===== config.mk =====
export PLATFORM = sky130hd
export DESIGN_NAME = tour_fitness_flat
export DESIGN_NICKNAME = d
export VERILOG_FILES = /design/src/rtl/tour_pkg.sv /design/src/rtl/tour_fitness_if.sv /design/src/rtl/tour_fitness_city_lut.sv /design/src/rtl/tour_fitness.sv /design/src/flat_wrapper.sv
export SDC_FILE = /design/constraint.sdc
export NUM_CORES = 1
export LEC_CHECK = 0
export BUFFER_PORTS_ARGS = -buffer_cell sky130_fd_sc_hd__buf_2
export CAP_MARGIN = 20
export CORE_ASPECT_RATIO = 2
export CORE_MARGIN = 2
export CORE_UTILIZATION = 54
export CTS_BUF_LIST = sky130_fd_sc_hd__clkbuf_8
export DETAILED_ROUTE_END_ITERATION = 12
export HOLD_SLACK_MARGIN = 0.15
export MAX_ROUTING_LAYER = met4
export PLACE_DENSITY = 0.79
export SLEW_MARGIN = 20
export SYNTH_ARGS = -nofsm -noshare
export SYNTH_HDL_FRONTEND = slang
export SYNTH_SLANG_ARGS = --single-unit

===== constraint.sdc =====
create_clock -name clk -period 6.5 [get_ports clk]
set_clock_uncertainty 0.05 [all_clocks]
set_input_delay 0.325 -clock clk [delete_from_list [all_inputs] [get_ports clk]]
set_output_delay 0.325 -clock clk [all_outputs]
set_load 0.02 [all_outputs]

===== src/rtl/tour_pkg.sv =====
// tour_pkg: shared constants, city coordinate table and FSM state type
// for the tour fitness evaluator.
package tour_pkg;

  localparam int N_GENES = 30;
  localparam int GENE_W  = 5;
  localparam int COORD_W = 8;
  localparam int FIT_W   = 16;
  localparam int CHROM_W = N_GENES * GENE_W;
  localparam int IDX_W   = $clog2(N_GENES + 1);

  localparam logic [GENE_W-1:0] GENE_LIMIT = GENE_W'(N_GENES);

  typedef logic [COORD_W-1:0] coord_t;

  // Default layout pending survey data: cities on a line, 8 apart.
  localparam coord_t CITY_X [0:31] = '{
    8'd0,   8'd8,   8'd16,  8'd24,  8'd32,  8'd40,  8'd48,  8'd56,
    8'd64,  8'd72,  8'd80,  8'd88,  8'd96,  8'd104, 8'd112, 8'd120,
    8'd128, 8'd136, 8'd144, 8'd152, 8'd160, 8'd168, 8'd176, 8'd184,
    8'd192, 8'd200, 8'd208, 8'd216, 8'd224, 8'd232, 8'd0,   8'd0
  };

  localparam coord_t CITY_Y [0:31] = '{32{8'd0}};

  typedef enum logic [1:0] {
    IDLE  = 2'd0,
    ACCUM = 2'd1,
    DONE  = 2'd2
  } state_t;

endpackage


===== src/rtl/tour_fitness_if.sv =====
// tour_fitness_if: start/done handshake plus chromosome in, fitness out.
interface tour_fitness_if;
  import tour_pkg::*;

  logic               start;
  logic [CHROM_W-1:0] chromosome;
  logic [FIT_W-1:0]   fitness;
  logic               invalid;
  logic               busy;
  logic               done;

  modport master (
    output start, chromosome,
    input  fitness, invalid, busy, done
  );

  modport slave (
    input  start, chromosome,
    output fitness, invalid, busy, done
  );

endinterface


===== src/rtl/tour_fitness_city_lut.sv =====
// city_lut: combinational gene -> (x,y) lookup; genes past the last city
// read as the origin and raise oob.
module city_lut
  import tour_pkg::*;
(
  input  logic [GENE_W-1:0] gene,
  output coord_t            x,
  output coord_t            y,
  output logic              oob
);

  // Table read with an out-of-range override to (0,0).
  always_comb begin
    oob = (gene >= GENE_LIMIT);
    x   = '0;
    y   = '0;
    if (!oob) begin
      x = CITY_X[gene];
      y = CITY_Y[gene];
    end
  end

endmodule


===== src/rtl/tour_fitness.sv =====
// tour_fitness: accumulates the closed-tour Manhattan length of a
// chromosome, one edge per clock, and flags illegal tours.
// Optional duplicate-gene detection: define TOUR_FITNESS_DUP_CHECK_EN.
module tour_fitness
  import tour_pkg::*;
(
  input logic           clk,
  input logic           rst,
  tour_fitness_if.slave bus
);

  state_t             state, state_next;
  logic [CHROM_W-1:0] chrom_q;
  logic [IDX_W-1:0]   idx;
  logic [FIT_W-1:0]   acc;
  logic               err;
  logic [FIT_W-1:0]   fitness_q;
  logic               invalid_q, busy_q, done_q;

  logic               accept, finish, last_edge;
  logic [IDX_W-1:0]   prev_pos, cur_pos;
  logic [GENE_W-1:0]  prev_gene, cur_gene;
  coord_t             prev_x, prev_y, cur_x, cur_y, dx, dy;
  logic               prev_oob, cur_oob, dup_hit;
  logic [8:0]         edge_len;

  assign last_edge = (idx == IDX_W'(N_GENES));

  // State register.
  always_ff @(posedge clk or posedge rst) begin
    if (rst) state <= IDLE;
    else     state <= state_next;
  end

  // Next-state decode and the one-cycle accept/finish strobes.
  always_comb begin
    state_next = state;
    accept     = 1'b0;
    finish     = 1'b0;
    case (state)
      IDLE:    if (bus.start) begin
                 accept     = 1'b1;
                 state_next = ACCUM;
               end
      ACCUM:   if (last_edge) state_next = DONE;
      DONE:    begin
                 finish     = 1'b1;
                 state_next = IDLE;
               end
      default: state_next = IDLE;
    endcase
  end

  // Edge endpoints: g[idx-1] -> g[idx], wrapping to g[0] on the closing edge.
  always_comb begin
    prev_pos = '0;
    cur_pos  = '0;
    if (idx != '0) begin
      prev_pos = idx - 1'b1;
      if (!last_edge) cur_pos = idx;
    end
    prev_gene = chrom_q[prev_pos*GENE_W +: GENE_W];
    cur_gene  = chrom_q[cur_pos*GENE_W +: GENE_W];
  end

  city_lut u_prev_lut (.gene(prev_gene), .x(prev_x), .y(prev_y), .oob(prev_oob));
  city_lut u_cur_lut  (.gene(cur_gene),  .x(cur_x),  .y(cur_y),  .oob(cur_oob));

  // Per-axis absolute differences summed into a 9-bit edge length.
  always_comb begin
    dx       = (prev_x > cur_x) ? prev_x - cur_x : cur_x - prev_x;
    dy       = (prev_y > cur_y) ? prev_y - cur_y : cur_y - prev_y;
    edge_len = {1'b0, dx} + {1'b0, dy};
  end

`ifdef TOUR_FITNESS_DUP_CHECK_EN
  logic [31:0] seen, seen_base, seen_next;

  // g[0] joins the mask on the first edge; each newly visited gene is
  // tested against everything marked before it.
  always_comb begin
    seen_base = seen;
    if (idx == IDX_W'(1)) seen_base[prev_gene] = 1'b1;
    seen_next = seen_base;
    seen_next[cur_gene] = 1'b1;
    dup_hit = (state == ACCUM) && !last_edge && seen_base[cur_gene];
  end

  // Seen-mask register, cleared whenever a new chromosome is taken.
  always_ff @(posedge clk or posedge rst) begin
    if (rst)                              seen <= '0;
    else if (accept)                      seen <= '0;
    else if (state == ACCUM && !last_edge) seen <= seen_next;
  end
`else
  assign dup_hit = 1'b0;
`endif

  // Datapath: capture, accumulate per edge, then publish the result.
  always_ff @(posedge clk or posedge rst) begin
    if (rst) begin
      chrom_q   <= '0;
      idx       <= '0;
      acc       <= '0;
      err       <= 1'b0;
      fitness_q <= '0;
      invalid_q <= 1'b0;
      busy_q    <= 1'b0;
      done_q    <= 1'b0;
    end else begin
      done_q <= 1'b0;
      if (accept) begin
        chrom_q <= bus.chromosome;
        idx     <= IDX_W'(1);
        acc     <= '0;
        err     <= 1'b0;
        busy_q  <= 1'b1;
      end else if (state == ACCUM) begin
        acc <= acc + FIT_W'(edge_len);
        if (prev_oob || cur_oob || dup_hit) err <= 1'b1;
        if (!last_edge) idx <= idx + 1'b1;
      end
      if (finish) begin
        fitness_q <= err ? '1 : acc;
        invalid_q <= err;
        done_q    <= 1'b1;
        busy_q    <= 1'b0;
      end
    end
  end

  assign bus.fitness = fitness_q;
  assign bus.invalid = invalid_q;
  assign bus.busy    = busy_q;
  assign bus.done    = done_q;

endmodule


===== src/flat_wrapper.sv =====
// flat-port wrapper written by rule: the top's interface ports become plain ports
module tour_fitness_flat import tour_pkg::*;
  (clk, rst, bus_start, bus_chromosome, bus_fitness, bus_invalid, bus_busy, bus_done);
  tour_fitness_if bus_i ();
  input logic clk;
  input logic rst;
  input wire logic [$bits(bus_i.start)-1:0] bus_start;
  input wire logic [$bits(bus_i.chromosome)-1:0] bus_chromosome;
  output wire logic [$bits(bus_i.fitness)-1:0] bus_fitness;
  output wire logic [$bits(bus_i.invalid)-1:0] bus_invalid;
  output wire logic [$bits(bus_i.busy)-1:0] bus_busy;
  output wire logic [$bits(bus_i.done)-1:0] bus_done;
  assign bus_i.start = bus_start;
  assign bus_i.chromosome = bus_chromosome;
  assign bus_fitness = bus_i.fitness;
  assign bus_invalid = bus_i.invalid;
  assign bus_busy = bus_i.busy;
  assign bus_done = bus_i.done;
  tour_fitness u_core (.clk(clk), .rst(rst), .bus(bus_i));
endmodule

==> out/metrics.csv, run 1 <==
metric,value,unit
Die Footprint,21750,um^2
multiplexer area fraction after synthesis,7.215,%
routed vias,12050,
GRT Overall Usage,42.51,%
largest family of logic cells by synthesized area,simple AND/OR/NAND/NOR gates,
area share of and/or/nand/nor cells after synthesis,27.27,%
final worst path period share,97.11,%
CTS tree,built,
Worst R2R Start,u_core.idx[1],
cell family with the largest share of critical-path delay,compound AO/OA/AOI/OAI gates,
most common flop cell mapped by yosys,dfrtp_1,
final wirelength,44.06,mm
Vias/cell,6.133,
number of max-cap violations,0,
Post-Syn Area per Cell,8.233,um^2
total CTS buffers,17,
top-area cell type share of the netlist area,42.23,%
Critical Path Sink Type,flip-flop,
synthesized flop and latch total,187,
post-placement setup slack,0.09444,ns
1st-pass router iterations,8,
minimum clock period,6.312,ns
Fin Setup TNS,0,ns
Synth cell types,80,
"Arr. time, crit path",6.64,ns
largest net degree at the start of global routing,98,
share of post-route cells with drive strength above 1,20.80,%
Final Hold Viols,0,
CP Launch Type,flip-flop,
routability cong.,1.072,
port bufs,171,
per-cell routed wire length,22.43,um
first-pass GRT wire length,67.21,mm
WP data required,6.82,ns
clk sink count,187,
# IOs,172,
post-synthesis adder-cell area fraction,2.574,%
"EDFF count, synth",0,
Antenna Nets Post-Route,0,
"Seq/Total Area, Yosys",42.23,%
nets,1858,
initial antenna violation count,1,
Slew Limit Fails,0,
synth top area cells,"dfrtp_1, nand2_1, mux2i_1",
Worst-Skew Late Latency,0.52,ns
CTS Buffer Depth,2,
Root Driver,clkbuf_8,
cell with the most instances after synthesis,nand2_1,
crit path kind,reg -> reg,
"area leader, netlist",dfrtp_1,
Critical Path Fanout Max,15,
Post-synth top cells,"nand2_1, dfrtp_1, clkbuf_1, mux2i_1, o21ai_0",
crit path max-delay cell type,or4b_4,
Buf/Inv on CP,3,
core area,20280,um^2
grt ovf,0,
worst setup margin,0.1880,ns
status,completed,
DRT iter0 DRCs,1177,
worst min-delay path class,in -> async,
H-tree levels,4,
Slew @ Worst Pin,1.030,ns
Levels on crit path,29,
DPL Wire Length,29.61,mm
crit path from,u_core.idx[1],
Mapped Area,11080,um^2
DRC,0,
"Clk pin slew, worst setup/hold paths",0.11,ns
Compound-Gate Fraction of Synth Area,14.93,%
Worst slew margin,31.32,%
"FFs w/ async S/R, synth",100.0,%
final setup vio count,0,
Syn Inst Count,1346,
Die Height,206.6,um
Initial Utilization,54.65,%
Die Wd,105.3,um
FF-to-FF path depth,29,
vias in the first global route,12340,
Max Freq,158.4,MHz
fill cell count,1465,
yosys warns,0,
number of cell rows,74,
P&R area growth vs syn,31.58,%
crit-path max cell delay,0.57,ns
Syn Nets,1520,
Post-Synth XOR/XNOR Area,0.9484,%
## state kept, by name (all words and copies together), names as in the netlist
name	flops
u_core.bus.busy	1
u_core.acc	13
u_core.state	2
u_core.bus.done	1
u_core.bus.fitness	14
u_core.chrom_q	150
u_core.idx	5
u_core.err	1
## cell families (layout without fill, tap and decap cells)
logic type,after synthesis,count (layout)
AOI/OAI and AO/OA,226,226
xor gates and xnor gates,12,12
adders and majority gates,21,21
buffers and inverters,113,462
DFF,187,187
muxes,68,68
other,0,1
and+or+nand+nor,719,721
## tightest hold or removal path, cell delays in order
cell and delay, ns:
dlygate4sd3_1 0.53, buf_2 0.14, inv_6 0.34
## final cells by class
type                       instances  area, um^2  area share, %
multi-input combinational       1048        6000          41.14
sequential                       187        4679          32.09
timing repair buffer             413        3114          21.36
tap                              266       332.8          2.282
clock buffer                      18       247.7          1.699
clock inverter                    14       136.4         0.9353
inverter                          17       68.82         0.4719
antenna                            1       2.502        0.01716
## cells in the final DEF, fill, tap and decap left out, types with 8 or more instances in the layout
cell,instances
buf_4,84
o21ai_0,44
mux2i_1,53
nand2_1,558
nand2b_1,9
a221oi_1,21
dfrtp_1,187
ha_1,17
a31oi_1,8
o31ai_1,9
a21oi_1,29
xnor2_1,8
nand3_1,35
dlygate4sd3_1,151
mux4_2,9
buf_2,172
clkbuf_8,18
nor3_1,9
nor2_1,43
a311o_1,9
a211oi_1,11
inv_1,15
## per-layer routing
metal	vias to the layer above	share of wire [%]	track usage (%)
met3	344	7.3	8.289
met1	5619	32	41.45
met5	-	0	-
li1	5260	-	-
met2	823	50	69.54
met4	0	11	40.95
## final timing paths
path                                         endpoint  slack [ns]
max in group asynchronous               u_core.acc[5]        4.81
worst min register to register  u_core.bus.fitness[9]        0.44
min in group clk                u_core.bus.fitness[9]        0.44
worst max register to register         u_core.acc[15]        0.19
worst max-delay path                   u_core.acc[15]        0.19
worst min-delay path              u_core.chrom_q[117]        0.33
## through the flow
stage | util [%] | instance area (um^2) | hold slack (ns) | instances
2_1_floorplan | - | 11090 | 0.3804 | 1346
3_3_place_gp | 61.81 | 12530 | 0.3333 | 1772
3_5_place_dp | 61.81 | 12530 | 0.3385 | 1772
4_1_cts | 71.16 | 14430 | 0.3310 | 1955
5_1_grt | 71.91 | 14580 | 0.3665 | 1964
6_report | 71.91 | 14580 | 0.3277 | 1964
## repair_timing
action                                  4_1_cts  5_1_grt
hold buffers                                151        0
resized for setup                             0       25
buffers inserted                              0        5
hold endpoints to repair                    201        0
endpoints found under the setup margin        0        6
Power of run 1 is left out: the tool's default activity adds up to more than one toggle a clock period on the data nets, which glitch-free logic cannot reach.
==> run 2: changes to the inputs <==
CORE_UTILIZATION = 52   (was 54)
CTS_BUF_LIST = sky130_fd_sc_hd__clkbuf_16   (was sky130_fd_sc_hd__clkbuf_8)
PLACE_DENSITY = 0.77   (was 0.79)
==> run 2 against run 1 <==
  * Die area increased by 3.7%
  * Global-route usage increased by 0.46 points
  * Hold slack improved by 0.10 ns
  * Core utilization about the same
  * Final area increased by 3.2%
  * Sequential share of layout area decreased by 0.99 points
==> out/metrics.csv, run 2 (synthesized netlist as in run 1, its figures left out) <==
metric,value,unit,change
per-cell routed wire length,23.48,um,+4.7%
largest net degree at the start of global routing,102,,+4.1%
FF-to-FF path depth,29,,unchanged
H-tree levels,4,,unchanged
DRT iter0 DRCs,1101,,-6.5%
final worst path period share,96.69,%,-0.41 points
"Design Area, Final",15050,um^2,+3.2%
Critical Path Sink Type,flip-flop,,
routed vias,11980,,-0.53%
Antenna Nets Post-Route,0,,unchanged
# IOs,172,,unchanged
first-pass GRT wire length,69.46,mm,+3.3%
crit-path max cell delay,0.48,ns,-0.09 ns
core area,20930,um^2,+3.2%
WP data required,6.76,ns,-0.06 ns
area of the multi-input gates,6031,um^2,+0.52%
GRT busiest layer,met2,,
GRT Overall Usage,42.96,%,+0.46 points
met1 Resource Use GR,40.30,%,-1.2 points
Max Freq,159.1,MHz,+0.43%
Placement Cell Area,12690,um^2,+1.2%
P&R area growth vs syn,35.77,%,
DRC,0,,unchanged
Die Wd,107.2,um,+1.8%
DPL Wire Length,32.21,mm,+8.8%
fill cell count,1537,,+4.9%
Die Footprint,22570,um^2,+3.7%
crit path from,u_core.idx[3],,
max reg flops,150,,unchanged
final cell count without fillers,1993,,+1.5%
Root Driver,clkbuf_16,,
number of cell rows,75,,+1.4%
CTS Buffer Depth,2,,unchanged
R2R Setup Slk,0.21,ns,+0.03 ns
CTS tree,built,,
port bufs,171,,unchanged
nets,1884,,+1.4%
minimum clock period,6.285,ns,-0.02697 ns
RR Endpoint,u_core.acc[15],,
Final Hold Viols,0,,unchanged
"most common cell after layout, fill and taps aside",nand2_1,,
status,completed,,
1st-pass router iterations,6,,-2
Slew @ Worst Pin,1.065,ns,+0.03463 ns
share of post-route cells with drive strength above 1,22.40,%,+1.6 points
Top reg by flops,u_core.chrom_q,,
crit path max-delay cell type,dfrtp_1,,
Worst slew margin,29.01,%,-2.3 points
Critical Path Fanout Max,9,,-6
worst min-delay path class,in -> async,,
Die Height,210.5,um,+1.9%
GRT met3 Usage,6.246,%,-2.0 points
grt ovf,0,,unchanged
most frequent cells in the layout,"nand2_1, dfrtp_1, buf_2",,
total CTS buffers,17,,unchanged
number of max-cap violations,0,,unchanged
Worst-Skew Late Latency,0.47,ns,-0.05 ns
Slew Limit Fails,0,,unchanged
"most used cell, CP",buf_4,,
"Arr. time, crit path",6.55,ns,-0.09 ns
Vias/cell,6.012,,-2.0%
final setup vio count,0,,unchanged
Initial Utilization,52.96,%,-1.7 points
initial antenna violation count,1,,unchanged
routability cong.,1.034,,-3.5%
CP Launch Type,flip-flop,,
"Clk pin slew, worst setup/hold paths",0.07,ns,-0.04 ns
Worst R2R Start,u_core.idx[3],,
vias in the first global route,12390,,+0.41%
crit path kind,reg -> reg,,
Post-Place Cells,1795,,+1.3%
register area,4679,um^2,unchanged
final wirelength,46.80,mm,+6.2%
met2 GRT Util,74.71,%,+5.2 points
clk sink count,187,,unchanged
-- run 2: what timing repair did --
| item | 4_1_cts | 5_1_grt |
|---|---|---|
| hold endpoints to repair | 210 | 0 |
| setup endpoints to repair | 0 | 7 |
| hold buffers | 151 | 0 |
| resized for setup | 0 | 38 |
| setup buffers | 0 | 12 |
-- run 2: worst max path at each step --
stage	endpoint	slack (ns)	depth (start not counted)
4_1_cts	u_core.acc[15]	0.007	29
3_5_place_dp	u_core.acc[15]	0.03	29
2_1_floorplan	u_core.acc[15]	0.08	33
3_3_place_gp	u_core.acc[15]	0.22	28
5_1_grt	u_core.acc[15]	-0.03	30
6_report	u_core.acc[15]	0.21	29
-- run 2: worst max-delay path: cells and delay by family (launching register included) --
kind / cells / cell delay, ns
buffers and inverters: 6 / 1.04
flip-flops: 1 / 0.48
AND/OR/NAND/NOR: 6 / 0.95
AO/OA/AOI/OAI: 14 / 2.70
multiplexers: 1 / 0.28
adder cells (fa/ha/maj): 2 / 0.64
-- run 2: stage by stage --
stage | setup WS (ns) | utilization, % | hold WS (ns) | TNS [ns]
global route | -0.03357 | 71.90 | 0.4537 | -0.04419
floorplan | 0.07694 | - | 0.3804 | 0
CTS | 0.007165 | 70.54 | 0.4309 | 0
finish | 0.2149 | 71.90 | 0.4293 | 0
global placement | 0.2174 | 60.63 | 0.3723 | 0
detailed placement | 0.02990 | 60.63 | 0.3837 | 0
-- run 2: layout make-up --
| type | instances | share of cell area, % |
|---|---|---|
| inverters | 17 | 0.4574 |
| clock buffers | 17 | 2.827 |
| flip-flops and latches | 187 | 31.10 |
| diodes | 1 | 0.01663 |
| multi-input cells | 1047 | 40.08 |
| well taps | 269 | 2.237 |
| repair buffers | 440 | 22.37 |
| clock inverters | 15 | 0.9064 |
-- run 2: per-layer routing --
layer	wire, um	vias up
li1	-	5324
met3	2513	258
met4	4685	0
met5	0	-
met2	24510	641
met1	15090	5759
Power of run 2 is left out for the same reason.
